File: src/rtl/delay_echo_stage.sv
// Echo/feedback stage: reads a delayed sample, writes back input + scaled feedback,
// and emits a saturated wet/dry mix, one sample at a time.
module delay_echo_stage #(
  parameter int data_width = 16,
  parameter int TIMEOUT    = 64
) (
  input  logic                         clk,
  input  logic                         reset,
  input  logic                         enable,
  input  logic signed [data_width-1:0] in_sample,
  input  logic                         in_valid,
  output logic                         in_ready,
  input  logic        [data_width-1:0] handle,
  input  logic signed [data_width-1:0] fb_gain,
  input  logic signed [data_width-1:0] wet_gain,
  input  logic signed [data_width-1:0] dry_gain,
  input  logic signed [data_width-1:0] delay_inc,
  output logic signed [data_width-1:0] out_sample,
  output logic                         out_valid,
  output logic                         error,
  output logic                         dm_read_req,
  output logic                         dm_write_req,
  output logic        [data_width-1:0] dm_read_handle,
  output logic        [data_width-1:0] dm_write_handle,
  output logic signed [data_width-1:0] dm_write_data,
  output logic signed [data_width-1:0] dm_write_inc,
  input  logic signed [data_width-1:0] dm_data_in,
  input  logic                         dm_read_valid,
  input  logic                         dm_write_ack,
  input  logic                         dm_invalid_read,
  input  logic                         dm_invalid_write
);
  localparam int PW   = 2 * data_width;
  localparam int SW   = PW + 1;
  localparam int FRAC = 14;
  localparam int CW   = $clog2(TIMEOUT + 1);

  typedef enum logic [2:0] {IDLE, READ_REQ, READ_WAIT, MIX, WRITE_REQ, WRITE_WAIT, OUT} state_t;

  state_t state, state_n;
  logic abort;
  logic [CW-1:0] cnt;
  logic timed_out, accept, err_r;
  logic signed [data_width-1:0] x_r, d_r, fb_r, wet_r, dry_r, inc_r, mix_r, wdata_r;
  logic [data_width-1:0] hdl_r;
  logic signed [PW-1:0] p_fb, p_dry, p_wet;
  logic signed [SW-1:0] w_sum, m_sum, dry_sum;

  // Clamp a wide signed value into data_width: fits iff all bits above the sign bit agree.
  function automatic logic signed [data_width-1:0] sat(input logic signed [SW-1:0] v);
    if ((&v[SW-1:data_width-1]) || !(|v[SW-1:data_width-1]))
      return v[data_width-1:0];
    return v[SW-1] ? {1'b1, {(data_width-1){1'b0}}} : {1'b0, {(data_width-1){1'b1}}};
  endfunction

  assign p_fb    = PW'(d_r) * PW'(fb_r);
  assign p_dry   = PW'(x_r) * PW'(dry_r);
  assign p_wet   = PW'(d_r) * PW'(wet_r);
  assign w_sum   = SW'(x_r) + SW'(p_fb >>> FRAC);
  assign m_sum   = (SW'(p_dry) + SW'(p_wet)) >>> FRAC;
  assign dry_sum = SW'(p_dry >>> FRAC);

  assign timed_out = (cnt + CW'(1)) == CW'(TIMEOUT);
  assign in_ready  = reset && enable && (state == IDLE);
  assign accept    = in_ready && in_valid;

  assign dm_read_req     = enable && (state == READ_REQ);
  assign dm_write_req    = enable && (state == WRITE_REQ);
  assign out_valid       = enable && (state == OUT);
  assign error           = out_valid && err_r;
  assign dm_read_handle  = hdl_r;
  assign dm_write_handle = hdl_r;
  assign dm_write_data   = wdata_r;
  assign dm_write_inc    = inc_r;

  always_ff @(posedge clk or negedge reset)
    if (!reset) state <= IDLE;
    else        state <= state_n;

  // Valid responses take priority over rejects and over the timeout.
  always_comb begin
    state_n = state;
    abort   = 1'b0;
    if (enable) begin
      case (state)
        IDLE:       if (in_valid) state_n = READ_REQ;
        READ_REQ:   state_n = READ_WAIT;
        READ_WAIT:  if (dm_read_valid) state_n = MIX;
                    else if (dm_invalid_read || timed_out) begin
                      state_n = OUT;
                      abort   = 1'b1;
                    end
        MIX:        state_n = WRITE_REQ;
        WRITE_REQ:  state_n = WRITE_WAIT;
        WRITE_WAIT: if (dm_write_ack) state_n = OUT;
                    else if (dm_invalid_write || timed_out) begin
                      state_n = OUT;
                      abort   = 1'b1;
                    end
        OUT:        state_n = IDLE;
        default:    state_n = IDLE;
      endcase
    end
  end

  always_ff @(posedge clk or negedge reset) begin
    if (!reset) begin
      x_r <= '0; d_r <= '0; fb_r <= '0; wet_r <= '0; dry_r <= '0; inc_r <= '0;
      hdl_r <= '0; mix_r <= '0; wdata_r <= '0; out_sample <= '0; err_r <= 1'b0; cnt <= '0;
    end else if (enable) begin
      if (accept) begin
        x_r <= in_sample; hdl_r <= handle; fb_r <= fb_gain;
        wet_r <= wet_gain; dry_r <= dry_gain; inc_r <= delay_inc; err_r <= 1'b0;
      end
      if (state == READ_REQ || state == WRITE_REQ) cnt <= '0;
      else if (state == READ_WAIT || state == WRITE_WAIT) cnt <= cnt + CW'(1);
      if (state == READ_WAIT && dm_read_valid) d_r <= dm_data_in;
      if (state == MIX) begin
        wdata_r <= sat(w_sum);
        mix_r   <= sat(m_sum);
      end
      if (state == WRITE_WAIT && dm_write_ack) out_sample <= mix_r;
      if (abort) begin
        out_sample <= sat(dry_sum);
        err_r      <= 1'b1;
      end
    end
  end
endmodule

File: config.mk
export PLATFORM = sky130hd
export DESIGN_NAME = delay_echo_stage
export DESIGN_NICKNAME = d
export VERILOG_FILES = /design/src/rtl/delay_echo_stage.sv
export SDC_FILE = /design/constraint.sdc
export NUM_CORES = 2
export LEC_CHECK = 0
export CORE_UTILIZATION = 55
export DETAILED_ROUTE_END_ITERATION = 16
export GPL_TIMING_DRIVEN = 0
export PLACE_DENSITY_LB_ADDON = 0.2
export SLEW_MARGIN = 20
export SYNTH_ARGS = -nofsm -noshare
export SYNTH_HDL_FRONTEND = slang
export SYNTH_SLANG_ARGS = --single-unit
File: constraint.sdc
create_clock -name clk -period 9.5 [get_ports clk]
set_input_delay 1.9 -clock clk [delete_from_list [all_inputs] [get_ports clk]]
set_output_delay 1.9 -clock clk [all_outputs]
set_load 0.02 [all_outputs]
==> out/qor.yml <==
outcome: "finished with violations"
violations: "setup timing"
grt_util_all_layers_pct: 31.32
routed_via_density: 5.499
wirelength_um: 102100
worstPathArrival_ns: 10.81
synth-seq-cells: 171
grt_max_degree: 67
period_minus_slack_ns: 10.41
vias: 28180
core_area_um2: 67510
ctsHtreeMaxLevel: 4
cts_tree: "yes"
hold_viol_final: 0
cts_root_buf: "clkbuf_16"
cts_sinks: 171
crit_path_start_kind: "flip-flop"
clk_latency_ns: 0.53
syn_area_um2: 37760
slowest_delay_ns: 0.54
slew_headroom_pct: 27.93
fin_util_pct: 63.98
design_area_um2: 43200
cts_buffer_depth: 2
yosys_most_used_dff: "dfrtp_1"
synth-async-reset-ratio_pct: 100.0
cts.clk_slew.worst_paths_ns: 0.09
grt_overflow: 0
drive_gt1_share_pct: 11.53
yosysSeqAreaShare_pct: 11.33
worstPathMaxFanout: 10
setup_ws_ns: -0.9077
routedWlPerCell_um: 19.92
hp-class: "flip-flop to flip-flop"
io_buffers: 204
dr.pass1.iters: 8
cts_buffers: 17
io_pins: 205
synth_cells: 3939
place_area_um2: 41290
fin_nets: 5457
cp_common_cell: "fa_1"
areaGrowthSynthToFinish_pct: 14.39
tns_ns: -13.47
design.die.area_um2: 69710
synth_edf_count: 0
gp_congestion: 0.9408
setup_viol: 16
cts_hold_buf: 0
slowest_stage: "fa_1"
fin_skew_ns: 0.02158
maxSlewViolCount: 0
ys_types: 82
antenna_cells: 0
syn-num-nets: 5158
die_w_um: 264.0
worstMarginPinSlew_ns: 1.077
num_rows: 95
ys_warn_count: 0
grt_pass1_wl_um: 165400
drtAntennaViolNets: 0
max_cap_viol_count: 0
cp-end-kind: "flip-flop"
antenna_found_initial: 2
period_share_pct: 109.6
start_util_pct: 55.94
fmax_ghz: 0.09608
rsz0062_at_grt: "true"
worstSetupPathType: "flip-flop to flip-flop"
die_y_um: 264.0
grt_pass1_vias: 29680
worst_ep_required_time_ns: 9.90
dr.first_iter.drc_count: 2115
synth.avg_cell_area_um2: 9.587
drc_errors: 0
place_hpwl_um: 82710
n_fill_cell: 5635
[registers in the layout, indices dropped and copies added, names as in the netlist]
signal          count
d_r                16
dm_read_handle     16
dm_write_data      16
dm_write_inc       16
dry_r              16
fb_r               16
mix_r              16
out_sample         16
wet_r              16
x_r                16
cnt                 7
state               3
err_r               1
[layout make-up]
cell class	instances	area, µm²	area share (%)
clock inverter	15	222.7	0.5156
timing repair buffer	286	2749	6.364
multi-input combinational	2703	30050	69.57
inverter	889	3337	7.725
sequential	171	4332	10.03
tap	873	1092	2.529
buffer	170	987.2	2.285
clock buffer	17	425.4	0.9848
[synth_stat cells, types with 9 or more instances]
library cell,number,area share [%]
inv_1,889,8.8
fa_1,822,44
nand2_1,512,5.1
and2_1,306,5.1
ha_1,277,9.2
dfrtp_1,171,11
clkbuf_1,148,1.5
mux2_2,113,3.4
nor2_1,103,1.0
a21oi_1,91,1.2
xnor2_1,69,1.6
o21ai_0,67,0.89
nand2b_1,49,0.81
xor2_1,28,0.65
nand3_1,27,0.36
a21o_1,21,0.42
buf_4,17,0.34
nor3_1,15,0.20
o22ai_1,15,0.25
o21a_1,13,0.26
o21bai_1,13,0.26
a211oi_1,11,0.22
or3_1,10,0.17
and3_1,9,0.15
o211ai_1,9,0.18
o21ai_1,9,0.12
[metrics by stage]
stage | hold WS (ns) | instances | setup WS (ns)
global route | 0.5260 | 5124 | -1.247
finish | 0.5100 | 5124 | -0.9077
global placement | 0.4746 | 5016 | -2.220
detailed placement | 0.4849 | 5018 | -1.750
floorplan | 0.4387 | 3939 | -0.1503
CTS | 0.5098 | 5116 | -0.8390
[cells by family after synthesis]
kind of cell	share of synthesized area, %
compound gates	5.881
xor+xnor	2.309
fa+ha+maj	52.75
buf+inv	10.77
flops	11.33
mux	3.502
simple gates	13.46
[cells in the final DEF (no fill, tap or decap), types with 13 or more instances in the layout]
cell type | netlist | routed
a21oi_1 | 91 | 78
clkbuf_2 | 0 | 18
fa_1 | 822 | 814
nand2_1 | 512 | 505
nand2b_1 | 49 | 49
a21o_1 | 21 | 21
nor2_1 | 103 | 99
nand3_1 | 27 | 26
ha_1 | 277 | 258
o21ai_1 | 9 | 15
o21ai_0 | 67 | 57
and2_1 | 306 | 298
buf_4 | 17 | 95
dfrtp_2 | 0 | 42
o22ai_1 | 15 | 15
clkbuf_4 | 0 | 25
nor3_1 | 15 | 14
xnor2_1 | 69 | 59
mux2_2 | 113 | 113
o21bai_1 | 13 | 13
ha_4 | 0 | 13
clkbuf_16 | 0 | 18
dfrtp_1 | 171 | 129
inv_1 | 889 | 882
clkdlybuf4s50_1 | 0 | 203
clkbuf_1 | 148 | 79
xor2_1 | 28 | 22
[path summary, 6_finish.rpt]
| kind | from | endpoint | slack, ns | cells after the start |
|---|---|---|---|---|
| worst max-delay path | dry_r[9]$_DFFE_PN0P_ | mix_r[0]$_DFFE_PN0P_ | -0.91 | 38 |
| worst min-delay path | dm_write_inc[13]$_DFFE_PN0P_ | dm_write_inc[13]$_DFFE_PN0P_ | 0.51 | 1 |
| worst max register to register | dry_r[9]$_DFFE_PN0P_ | mix_r[0]$_DFFE_PN0P_ | -0.91 | 38 |
| worst min register to register | dm_write_inc[13]$_DFFE_PN0P_ | dm_write_inc[13]$_DFFE_PN0P_ | 0.51 | 1 |
| max in group asynchronous | reset | x_r[1]$_DFFE_PN0P_ | 7.18 | 3 |
| min in group asynchronous | reset | d_r[11]$_DFFE_PN0P_ | 1.26 | 1 |
[routing by layer]
| metal | vias to the layer above | global-route usage [%] | routed length [µm] |
|---|---|---|---|
| li1 | 12410 | - | - |
| met1 | 14440 | 43.83 | 42150 |
| met5 | - | 0 | 0 |
| met4 | 0 | 9.271 | 3098 |
| met3 | 165 | 7.252 | 9763 |
| met2 | 1163 | 48.82 | 47040 |
[worst max-delay path, delay by kind of cell (launching register included)]
family,cells,cell delay (ns)
fa+ha+maj,13,5.72
compound gates,13,2.60
buf+inv,8,0.61
flops,1,0.46
simple gates,2,0.35
mux,1,0.30
xor+xnor,1,0.25
[repair_timing]
item / in CTS / in global routing
cloned: 2 / 0
setup buffers: 70 / 8
resized for setup: 164 / 73
setup endpoints to repair: 31 / 31
pin swaps: 25 / 15
Power is not shown: default switching activity piles up to over one toggle a cycle in this logic, so the estimate is an artifact.
